`src/rtl/axis_packet_sequencer_if.sv`:
```
// rtl/axis_packet_sequencer_if.sv - AXI-Stream channel bundle for the packet sequencer
//
// Purpose : groups the stream handshake signals of the sequencer output.
// Signals : tdata  [DW-1:0] payload (counter value)
//           tvalid           beat valid
//           tlast            last beat of packet
//           tready           sink ready
// Modports: master drives tdata/tvalid/tlast and samples tready;
//           slave samples tdata/tvalid/tlast and drives tready.
interface axis_packet_sequencer_if #(
    parameter int DW = 64
) ();
    logic [DW-1:0] tdata;
    logic          tvalid;
    logic          tlast;
    logic          tready;

    modport master (
        output tdata,
        output tvalid,
        output tlast,
        input  tready
    );

    modport slave (
        input  tdata,
        input  tvalid,
        input  tlast,
        output tready
    );
endinterface

```
`src/rtl/axis_packet_sequencer.sv`:
```
// rtl/axis_packet_sequencer.sv - counting-stream packet sequencer for the AXI-Stream FIFO
//
// Purpose : emits the 64-bit counting stream as packets of programmable
//           length, with an optional packet count and an optional idle gap
//           between packets, honouring tready and never truncating a packet.
// Ports   : sys_clk_i      clock
//           sys_rst_i      synchronous reset, active-high
//           cfg_start_i    one-cycle start request
//           cfg_stop_i     one-cycle graceful stop request
//           cfg_pkt_len_i  beats per packet (0 is rejected)
//           cfg_pkt_num_i  packets per run, 0 = continuous
//           cfg_gap_i      idle cycles between packets, 0 = back-to-back
//           m_axis         stream output (master modport)
//           sts_busy_o     high while not idle
//           sts_done_o     pulse when a counted run completes
//           sts_err_o      pulse when a start is rejected
//           sts_pkt_cnt_o  packets completed since the last accepted start
module axis_packet_sequencer #(
    parameter int DW = 64,
    parameter int CW = 32,
    parameter int GW = 16
) (
    input  logic                    sys_clk_i,
    input  logic                    sys_rst_i,
    input  logic                    cfg_start_i,
    input  logic                    cfg_stop_i,
    input  logic [CW-1:0]           cfg_pkt_len_i,
    input  logic [CW-1:0]           cfg_pkt_num_i,
    input  logic [GW-1:0]           cfg_gap_i,
    axis_packet_sequencer_if.master m_axis,
    output logic                    sts_busy_o,
    output logic                    sts_done_o,
    output logic                    sts_err_o,
    output logic [CW-1:0]           sts_pkt_cnt_o
);

    typedef enum logic [1:0] {
        S_IDLE = 2'd0,
        S_SEND = 2'd1,
        S_GAP  = 2'd2
    } state_t;

    state_t        r_state,        w_state;
    logic [CW-1:0] r_len,          w_len;
    logic [CW-1:0] r_num,          w_num;
    logic [GW-1:0] r_gap,          w_gap;
    logic [DW-1:0] r_tdata,        w_tdata;
    logic          r_tvalid,       w_tvalid;
    logic          r_tlast,        w_tlast;
    logic [CW-1:0] r_beat_cnt,     w_beat_cnt;
    logic [CW-1:0] r_pkt_cnt,      w_pkt_cnt;
    logic [GW-1:0] r_gap_cnt,      w_gap_cnt;
    logic          r_stop_pending, w_stop_pending;
    logic          r_busy,         w_busy;
    logic          r_done,         w_done;
    logic          r_err,          w_err;

    logic          w_beat_acc;
    logic [CW-1:0] w_beat_inc;
    logic [CW-1:0] w_pkt_inc;
    logic [CW-1:0] w_len_m1;

    always_ff @(posedge sys_clk_i) begin
        if (sys_rst_i) begin
            r_state        <= S_IDLE;
            r_len          <= '0;
            r_num          <= '0;
            r_gap          <= '0;
            r_tdata        <= '0;
            r_tvalid       <= 1'b0;
            r_tlast        <= 1'b0;
            r_beat_cnt     <= '0;
            r_pkt_cnt      <= '0;
            r_gap_cnt      <= '0;
            r_stop_pending <= 1'b0;
            r_busy         <= 1'b0;
            r_done         <= 1'b0;
            r_err          <= 1'b0;
        end else begin
            r_state        <= w_state;
            r_len          <= w_len;
            r_num          <= w_num;
            r_gap          <= w_gap;
            r_tdata        <= w_tdata;
            r_tvalid       <= w_tvalid;
            r_tlast        <= w_tlast;
            r_beat_cnt     <= w_beat_cnt;
            r_pkt_cnt      <= w_pkt_cnt;
            r_gap_cnt      <= w_gap_cnt;
            r_stop_pending <= w_stop_pending;
            r_busy         <= w_busy;
            r_done         <= w_done;
            r_err          <= w_err;
        end
    end

    always_comb begin
        w_state        = r_state;
        w_len          = r_len;
        w_num          = r_num;
        w_gap          = r_gap;
        w_tdata        = r_tdata;
        w_tvalid       = r_tvalid;
        w_tlast        = r_tlast;
        w_beat_cnt     = r_beat_cnt;
        w_pkt_cnt      = r_pkt_cnt;
        w_gap_cnt      = r_gap_cnt;
        w_stop_pending = r_stop_pending;
        w_busy         = r_busy;
        w_done         = 1'b0;
        w_err          = 1'b0;

        w_beat_acc = r_tvalid & m_axis.tready;
        w_beat_inc = r_beat_cnt + CW'(1);
        w_pkt_inc  = r_pkt_cnt + CW'(1);
        w_len_m1   = r_len - CW'(1);

        case (r_state)
            S_IDLE: begin
                // A simultaneous stop cancels the start outright.
                if (cfg_start_i && !cfg_stop_i) begin
                    if (cfg_pkt_len_i == '0) begin
                        w_err = 1'b1;
                    end else begin
                        w_state        = S_SEND;
                        w_len          = cfg_pkt_len_i;
                        w_num          = cfg_pkt_num_i;
                        w_gap          = cfg_gap_i;
                        w_tdata        = '0;
                        w_beat_cnt     = '0;
                        w_pkt_cnt      = '0;
                        w_tvalid       = 1'b1;
                        w_tlast        = (cfg_pkt_len_i == CW'(1));
                        w_busy         = 1'b1;
                        w_stop_pending = 1'b0;
                    end
                end
            end

            S_SEND: begin
                if (cfg_stop_i) begin
                    w_stop_pending = 1'b1;
                end
                // Without an accepted beat every output holds, which keeps
                // tdata/tlast stable across tready stalls.
                if (w_beat_acc) begin
                    w_tdata = r_tdata + DW'(1);
                    if (r_tlast) begin
                        w_pkt_cnt  = w_pkt_inc;
                        w_beat_cnt = '0;
                        if ((r_num != '0) && (w_pkt_inc == r_num)) begin
                            w_state        = S_IDLE;
                            w_tvalid       = 1'b0;
                            w_tlast        = 1'b0;
                            w_busy         = 1'b0;
                            w_stop_pending = 1'b0;
                            w_done         = 1'b1;
                        end else if (r_stop_pending || cfg_stop_i) begin
                            w_state        = S_IDLE;
                            w_tvalid       = 1'b0;
                            w_tlast        = 1'b0;
                            w_busy         = 1'b0;
                            w_stop_pending = 1'b0;
                        end else if (r_gap != '0) begin
                            w_state   = S_GAP;
                            w_gap_cnt = r_gap;
                            w_tvalid  = 1'b0;
                            w_tlast   = 1'b0;
                        end else begin
                            // Back-to-back: first beat of next packet offered immediately.
                            w_tlast = (r_len == CW'(1));
                        end
                    end else begin
                        w_beat_cnt = w_beat_inc;
                        w_tlast    = (w_beat_inc == w_len_m1);
                    end
                end
            end

            S_GAP: begin
                if (cfg_stop_i) begin
                    w_state        = S_IDLE;
                    w_busy         = 1'b0;
                    w_stop_pending = 1'b0;
                end else if (r_gap_cnt == GW'(1)) begin
                    w_state  = S_SEND;
                    w_tvalid = 1'b1;
                    w_tlast  = (r_len == CW'(1));
                end else begin
                    w_gap_cnt = r_gap_cnt - GW'(1);
                end
            end

            default: begin
                w_state  = S_IDLE;
                w_tvalid = 1'b0;
                w_tlast  = 1'b0;
                w_busy   = 1'b0;
            end
        endcase
    end

    assign m_axis.tdata  = r_tdata;
    assign m_axis.tvalid = r_tvalid;
    assign m_axis.tlast  = r_tlast;
    assign sts_busy_o    = r_busy;
    assign sts_done_o    = r_done;
    assign sts_err_o     = r_err;
    assign sts_pkt_cnt_o = r_pkt_cnt;

endmodule
```
`src/flat_wrapper.sv`:
```
// flat-port wrapper written by rule: the top's interface ports become plain ports
module axis_packet_sequencer_flat 
#(
    parameter int DW = 64,
    parameter int CW = 32,
    parameter int GW = 16
)
  (sys_clk_i, sys_rst_i, cfg_start_i, cfg_stop_i, cfg_pkt_len_i, cfg_pkt_num_i, cfg_gap_i, sts_busy_o, sts_done_o, sts_err_o, sts_pkt_cnt_o, m_axis_tdata, m_axis_tvalid, m_axis_tlast, m_axis_tready);
  axis_packet_sequencer_if #(.DW(DW)) m_axis_i ();
  input  logic sys_clk_i;
  input  logic sys_rst_i;
  input  logic cfg_start_i;
  input  logic cfg_stop_i;
  input  logic [CW-1:0] cfg_pkt_len_i;
  input  logic [CW-1:0] cfg_pkt_num_i;
  input  logic [GW-1:0] cfg_gap_i;
  output logic sts_busy_o;
  output logic sts_done_o;
  output logic sts_err_o;
  output logic [CW-1:0] sts_pkt_cnt_o;
  output wire logic [$bits(m_axis_i.tdata)-1:0] m_axis_tdata;
  output wire logic [$bits(m_axis_i.tvalid)-1:0] m_axis_tvalid;
  output wire logic [$bits(m_axis_i.tlast)-1:0] m_axis_tlast;
  input wire logic [$bits(m_axis_i.tready)-1:0] m_axis_tready;
  assign m_axis_tdata = m_axis_i.tdata;
  assign m_axis_tvalid = m_axis_i.tvalid;
  assign m_axis_tlast = m_axis_i.tlast;
  assign m_axis_i.tready = m_axis_tready;
  axis_packet_sequencer #(.DW(DW), .CW(CW), .GW(GW)) u_core (.sys_clk_i(sys_clk_i), .sys_rst_i(sys_rst_i), .cfg_start_i(cfg_start_i), .cfg_stop_i(cfg_stop_i), .cfg_pkt_len_i(cfg_pkt_len_i), .cfg_pkt_num_i(cfg_pkt_num_i), .cfg_gap_i(cfg_gap_i), .m_axis(m_axis_i), .sts_busy_o(sts_busy_o), .sts_done_o(sts_done_o), .sts_err_o(sts_err_o), .sts_pkt_cnt_o(sts_pkt_cnt_o));
endmodule
```
`config.mk`:
```
export PLATFORM = sky130hd
export DESIGN_NAME = axis_packet_sequencer_flat
export DESIGN_NICKNAME = d
export VERILOG_FILES = /design/src/rtl/axis_packet_sequencer_if.sv /design/src/rtl/axis_packet_sequencer.sv /design/src/flat_wrapper.sv
export SDC_FILE = /design/constraint.sdc
export NUM_CORES = 1
export LEC_CHECK = 0
export ABC_AREA = 0
export CAP_MARGIN = 20
export CORE_AREA = 2 2 159 161
export DETAILED_ROUTE_END_ITERATION = 10
export DIE_AREA = 0 0 161 163
export GPL_TIMING_DRIVEN = 0
export PLACE_DENSITY = 0.83
export SLEW_MARGIN = 20
export SYNTH_ARGS = -nofsm -noshare
export SYNTH_HDL_FRONTEND = slang
export SYNTH_SLANG_ARGS = --single-unit
```
`constraint.sdc`:
```
create_clock -name sys_clk_i -period 9.25 [get_ports sys_clk_i]
set_clock_uncertainty 0.2 [all_clocks]
set_input_delay 1.3875 -clock sys_clk_i [delete_from_list [all_inputs] [get_ports sys_clk_i]]
set_output_delay 1.3875 -clock sys_clk_i [all_outputs]
set_load 0.02 [all_outputs]
```
==> reports/metrics.yaml, run 1 <==
outcome: "complete, no violations"
synth_top_area_cell: "dfxtp_1"
cp.required_ns: 9.45
maxCapViolations: 0
avgRoutedWirePerCell_um: 19.4
num_rows: 58
slew_violations: 0
port_buffers: 184
synthTopCellsByCount: "nand2_1 (247), dfxtp_1 (232), a21oi_1 (195)"
arrival_ns: 5.88
power.density_nw_per_um2: 149
avgSynthCellArea_sq_um: 7.55
setup_violations: 0
crit_chain: "clkdlybuf4s50_1, nor4_1, nand4_1, o311ai_0, a21o_1, clkbuf_1, nor2_1, nand2_1, clkbuf_1, buf_1, nor3_1, a21oi_1, nor2_1"
route.final.wire_length_mm: 44.8
place_congestion: 0.954
cts_resized: 0
post-place-cells: 2270
clk_pin_slew_ns: 0.06
start_kind: "input port"
final.fill_count: 2162
worst_slack_ns: 3.57
drive_gt1_frac: 0.0423
grt_max_degree: 14
synth_fp_nets: 1848
dieArea_sq_um: 26200
vdd_drop_max_uv: 124
pre_cts_ws_ns: 3.27
fin_area_sq_um: 16400
vias: 14200
drt-initial-drc-count: 1462
dr.pass1.iters: 6
power.leakage_nw: 5.56
n_antenna_cell: 0
synth-main-ff-cell: "dfxtp_1"
layout_min_cycle_time_ns: 5.68
synth-edff-count: 0
vias_per_cell: 6.13
htreeDepth: 1
fin_cells: 2316
power_mw: 2.46
postPlaceCellArea_sq_um: 15500
numCtsBuffers: 26
antenna_found_initial: 0
holdBufCountCts: 0
syn_to_final_growth_pct: 23.9
synth.area.top_cells: "dfxtp_1 (35%), xnor2_1 (7.7%), a21oi_1 (7.4%)"
finalCritPeriodShare: 0.614
ant_nets: 0
crit_slowest_cell: "o311ai_0"
utilization: 0.666
gr-total-overflow: 0
yosys.cell_types.count: 77
cts_tree: "yes"
rsz0062_at_grt: "no"
fp.dieW_um: 161
max-slew-margin-rel: 0.307
criticalPathCategory: "in -> reg"
synth_most_common_cell: "nand2_1"
multi_input_area_sq_um: 8090
hpwl_mm: 33.9
clock_latency_ns: 0.55
cts.path.max_buffers: 3
ys_seq_area_frac: 0.350
grt_pass1_vias: 13500
die_h_um: 163
cts-root-buf: "clkbuf_16"
grt_pass1_wl_mm: 71.1
start_util: 0.538
drc_errors: 0
final-hold-violation-count: 0
num-nets-final: 2060
synth_top_cell_area_share: 0.350
endpoint_kind: "flop"
clock_sinks: 232
finalSetupTns_ns: 0
track_usage: 0.337
slowest_delay_ns: 0.64
core_area_sq_um: 24700
yosysWarnings: 0
hold_ws_ns: 0.277
synth-async-reset-ratio: 0
tightest_slew_ns: 1.04
seqCellArea_sq_um: 4640
post_cts_buffers: 0
num_io_pins: 186
synth_cells: 1756
synth-seq-cells: 232
min_path_type: "reg -> reg"
syn_area_sq_um: 13300
crit_path_max_fanout: 10
fmax_mhz: 176
-- cells in the final DEF (no fill, tap or decap), types with 6 or more instances in the layout --
master | Yosys | final
nand2_1 | 247 | 247
or4_1 | 10 | 10
a21o_1 | 11 | 11
clkbuf_16 | 0 | 26
nor4_1 | 52 | 49
o2111ai_1 | 16 | 16
nand3b_1 | 8 | 8
nand3_1 | 72 | 72
nor3_1 | 55 | 53
nor3b_1 | 11 | 11
a21oi_1 | 195 | 195
o21ai_0 | 69 | 69
clkbuf_1 | 90 | 98
or3_1 | 36 | 36
a311oi_1 | 7 | 7
nor2_1 | 172 | 172
buf_1 | 6 | 6
o31ai_1 | 20 | 20
a211oi_1 | 6 | 6
inv_1 | 24 | 24
xnor2_1 | 116 | 116
ha_1 | 7 | 7
xor2_1 | 58 | 58
nand2b_1 | 7 | 7
dfxtp_1 | 232 | 232
and4_1 | 16 | 16
nand4_1 | 59 | 59
clkdlybuf4s50_1 | 0 | 184
buf_2 | 10 | 10
and3_1 | 28 | 28
nor2b_1 | 8 | 8
and2_1 | 10 | 10
or2_2 | 8 | 8
a31oi_1 | 10 | 10
-- power breakdown --
group | internal [mW] | leakage, nW | switching [mW] | total, mW
combinational | 0.132 | 3.25 | 0.196 | 0.328
clock | 0.653 | 0.427 | 0.429 | 1.08
sequential | 1.02 | 1.88 | 0.0273 | 1.05
-- routing by layer --
layer | global-route usage | share of wire | up-vias
li1 | - | - | 6702
met1 | 0.449 | 0.42 | 6662
met2 | 0.548 | 0.45 | 716
met3 | 0.0535 | 0.087 | 123
met4 | 0.136 | 0.038 | 0
met5 | 0 | 0 | -
-- area by class of cell --
type / instances / share of cell area
inverters: 26 / 0.00594
clock inverters: 9 / 0.00967
repair buffers: 184 / 0.112
clock buffers: 37 / 0.0439
well taps: 330 / 0.0251
multi-input cells: 1386 / 0.492
flip-flops and latches: 232 / 0.283
plain buffers: 112 / 0.0284
-- worst max-delay path, delay by kind of cell --
kind                   cells  cell delay [ns]
buffers and inverters      4             2.09
AND/OR/NAND/NOR            6             1.22
AO/OA/AOI/OAI              3             1.15
-- cells by family (layout without fill, tap and decap cells) --
| group | after synthesis | after routing | synth area share |
|---|---|---|---|
| mux | 6 | 6 | 0.00462 |
| simple gates | 825 | 825 | 0.313 |
| buf+inv | 138 | 368 | 0.0425 |
| flops | 232 | 232 | 0.350 |
| xor+xnor | 175 | 175 | 0.117 |
| compound gates | 373 | 373 | 0.166 |
| fa+ha+maj | 7 | 7 | 0.00660 |
-- registers in the layout, indices dropped and copies added, names as in the netlist --
name / count
u_core.r_gap_cnt: 16
u_core.sts_done_o: 1
u_core.sts_err_o: 1
u_core.r_gap: 16
u_core.sts_busy_o: 1
u_core.r_num: 32
u_core.m_axis.tdata: 64
u_core.r_state: 2
u_core.r_stop_pending: 1
u_core.sts_pkt_cnt_o: 32
u_core.m_axis.tvalid: 1
u_core.r_len: 32
u_core.m_axis.tlast: 1
u_core.r_beat_cnt: 32
-- worst paths after layout --
| check | cells after the start | startpoint | slack [ns] | end |
|---|---|---|---|---|
| worst max register to register | 12 | u_core.r_state[0]$_SDFFE_PP0P_ | 4.66 | u_core.sts_pkt_cnt_o[13]$_SDFFE_PP0P_ |
| worst max-delay path | 13 | cfg_pkt_len_i[18] | 3.57 | u_core.sts_pkt_cnt_o[13]$_SDFFE_PP0P_ |
| worst min register to register | 2 | u_core.r_gap[10]$_SDFFE_PP0P_ | 0.28 | u_core.r_gap[10]$_SDFFE_PP0P_ |
| worst min-delay path | 2 | u_core.r_gap[10]$_SDFFE_PP0P_ | 0.28 | u_core.r_gap[10]$_SDFFE_PP0P_ |
Note: power is estimated with default switching activity, not from simulation.
==> run 2, diff against run 1 <==
--- a/config.mk
+++ b/config.mk
@@ -7,11 +7,11 @@
 export LEC_CHECK = 0
 export ABC_AREA = 0
 export CAP_MARGIN = 20
-export CORE_AREA = 2 2 159 161
+export CORE_AREA = 2 2 166 168
 export DETAILED_ROUTE_END_ITERATION = 10
-export DIE_AREA = 0 0 161 163
+export DIE_AREA = 0 0 168 170
 export GPL_TIMING_DRIVEN = 0
-export PLACE_DENSITY = 0.83
+export PLACE_DENSITY = 0.8
 export SLEW_MARGIN = 20
 export SYNTH_ARGS = -nofsm -noshare
 export SYNTH_HDL_FRONTEND = slang
==> constraint.sdc (replaced) <==
create_clock -name sys_clk_i -period 4.85 [get_ports sys_clk_i]
set_clock_uncertainty 0.2 [all_clocks]
set_input_delay 0.7275 -clock sys_clk_i [delete_from_list [all_inputs] [get_ports sys_clk_i]]
set_output_delay 0.7275 -clock sys_clk_i [all_outputs]
set_load 0.02 [all_outputs]
==> run 2 against run 1 <==
Final cell count increased by 0.47%. First-iteration DRC count fell by 6.6%. Setup slack got worse by 3.2 ns. Global-route usage fell by 3.6 points. Sequential share of layout area rose by 0.080 points. Utilization fell by 5.1 points. Critical endpoint is now u_core.sts_pkt_cnt_o[14]$_SDFFE_PP0P_. Via count shrank 0.57%. Combinational power increased by 87%. Wire length decreased by 1.3%. Critical path type unchanged. Highest routed layer unchanged.
==> reports/metrics.yaml, run 2 (synthesis gave the netlist of run 1 again) <==
outcome: "complete, no violations"
ant_nets: 0
die_h_um: 170
fmax_mhz: 223
endpoint_kind: "flop"
vias: 14100
dr_wl_met2_mm: 19.4
grt_pass1_vias: 13200
port_buffers: 184
grt_pass1_wl_mm: 69.4
hold-path-endpoint: "u_core.r_gap[3]$_SDFFE_PP0P_"
crit_path_max_fanout: 10
numCtsBuffers: 25
finalCritPeriodShare: 0.926
cts-root-buf: "clkbuf_16"
tightest_slew_ns: 1.11
final_common_cell: "nand2_1"
highest_layer: "met4"
setup_violations: 0
power_mw: 4.53
hold_depth: 2
layout_min_cycle_time_ns: 4.49
min_path_type: "reg -> reg"
slew_violations: 0
antenna_found_initial: 1
largest_reg_flops: 64
hpwl_mm: 33.2
route.final.wire_length_mm: 44.3
met1Wirelength_mm: 19.3
cts.path.max_buffers: 3
cts_resized: 2
utilization: 0.615
avgRoutedWirePerCell_um: 19.0
htreeDepth: 1
start_kind: "input port"
dieArea_sq_um: 28600
cts_tree: "yes"
r2r-end: "u_core.r_gap_cnt[1]$_SDFFE_PP0P_"
arrival_ns: 4.69
place_congestion: 0.961
holdBufCountCts: 0
fp.dieW_um: 168
drive_gt1_frac: 0.0448
vias_per_cell: 6.07
rrSetupSlack_ns: 0.37
grt_max_degree: 15
num-nets-final: 2059
max-slew-margin-rel: 0.256
vdd_drop_max_uv: 219
num_rows: 60
dr_wl_met3_mm: 3.74
power.leakage_nw: 5.54
maxCapViolations: 0
post_cts_buffers: 0
final_cell_mix: "nand2_1 (247), dfxtp_1 (232), a21oi_1 (195)"
drt-initial-drc-count: 1365
clk_pin_slew_ns: 0.06
holdCritStartpoint: "u_core.r_gap[3]$_SDFFE_PP0P_"
criticalPathCategory: "in -> reg"
drc_errors: 0
num_io_pins: 186
final-hold-violation-count: 0
track_usage: 0.301
dr.pass1.iters: 7
start_util: 0.498
core_area_sq_um: 26700
gr-total-overflow: 0
power.density_nw_per_um2: 276
r2r_cells: 11
syn_to_final_growth_pct: 23.6
clock_latency_ns: 0.54
cp.required_ns: 5.04
clock_sinks: 232
rsz0062_at_grt: "no"
reg2reg_from: "u_core.sts_pkt_cnt_o[0]$_SDFFE_PP0P_"
final.fill_count: 2344
[run 2: power breakdown]
part           total [mW]  switching [mW]  internal, mW
registers            2.00          0.0554          1.94
clock network        1.91           0.805          1.11
logic               0.615           0.363         0.253
[run 2: worst max path at each step]
stage                                          from                                     to  slack, ns  cells past startpoint
3_5_place_dp                      cfg_pkt_len_i[11]  u_core.sts_pkt_cnt_o[14]$_SDFFE_PP0P_      -0.75                     13
2_1_floorplan  u_core.sts_pkt_cnt_o[0]$_SDFFE_PP0P_       u_core.r_gap_cnt[1]$_SDFFE_PP0P_       1.15                     11
5_1_grt                           cfg_pkt_len_i[11]  u_core.sts_pkt_cnt_o[31]$_SDFFE_PP0P_       0.01                     12
4_1_cts                           cfg_pkt_len_i[11]   u_core.sts_pkt_cnt_o[9]$_SDFFE_PP0P_       0.13                     13
6_report                          cfg_pkt_len_i[11]  u_core.sts_pkt_cnt_o[14]$_SDFFE_PP0P_       0.36                     13
3_3_place_gp                      cfg_pkt_len_i[11]  u_core.sts_pkt_cnt_o[14]$_SDFFE_PP0P_      -0.62                     13
[run 2: layer usage]
| layer | up-vias | GRT usage |
|---|---|---|
| met2 | 698 | 0.482 |
| met1 | 6616 | 0.412 |
| met3 | 112 | 0.0370 |
| met4 | 0 | 0.124 |
| li1 | 6696 | - |
| met5 | - | 0 |
[run 2: cell type report]
| cell class | count | area (sq um) | area share |
|---|---|---|---|
| multi-input cells | 1386 | 8090 | 0.493 |
| flip-flops and latches | 232 | 4640 | 0.283 |
| repair buffers | 184 | 1840 | 0.112 |
| clock buffers | 35 | 733 | 0.0447 |
| plain buffers | 112 | 469 | 0.0286 |
| well taps | 341 | 427 | 0.0260 |
| inverters | 26 | 97.6 | 0.00595 |
| clock inverters | 10 | 87.6 | 0.00534 |
| diodes | 1 | 2.50 | 0.000153 |
[run 2: through the flow]
step	setup slack (ns)	setup TNS (ns)	cells	cell area, sq um	hold WS, ns
6_report	0.357	0	2327	16400	0.272
5_1_grt	0.00992	0	2327	16400	0.293
4_1_cts	0.130	0	2326	16400	0.272
3_5_place_dp	-0.753	-12.22	2281	15600	0.263
3_3_place_gp	-0.618	-8.13	2281	15500	0.261
2_1_floorplan	1.15	0	1756	13300	0.249
[run 2: worst max-delay path, stage by stage]
cell,delay [ns]
clkdlybuf4s50_1,0.45
nor4_1,0.48
nand4_1,0.28
o311ai_1,0.57
a21o_1,0.36
clkbuf_1,0.45
nor2_1,0.29
nand2_1,0.17
clkbuf_2,0.32
buf_2,0.33
nor3_1,0.08
a21oi_1,0.12
nor2_1,0.05
==> run 3, diff against run 2 <==
--- a/config.mk
+++ b/config.mk
@@ -6,6 +6,7 @@
 export NUM_CORES = 1
 export LEC_CHECK = 0
 export ABC_AREA = 0
+export ABC_CLOCK_PERIOD_IN_PS = 4850
 export CAP_MARGIN = 20
 export CORE_AREA = 2 2 166 168
 export DETAILED_ROUTE_END_ITERATION = 10
==> results of run 3 <==
Final layout, timing and power as in run 2 (identical DEF).
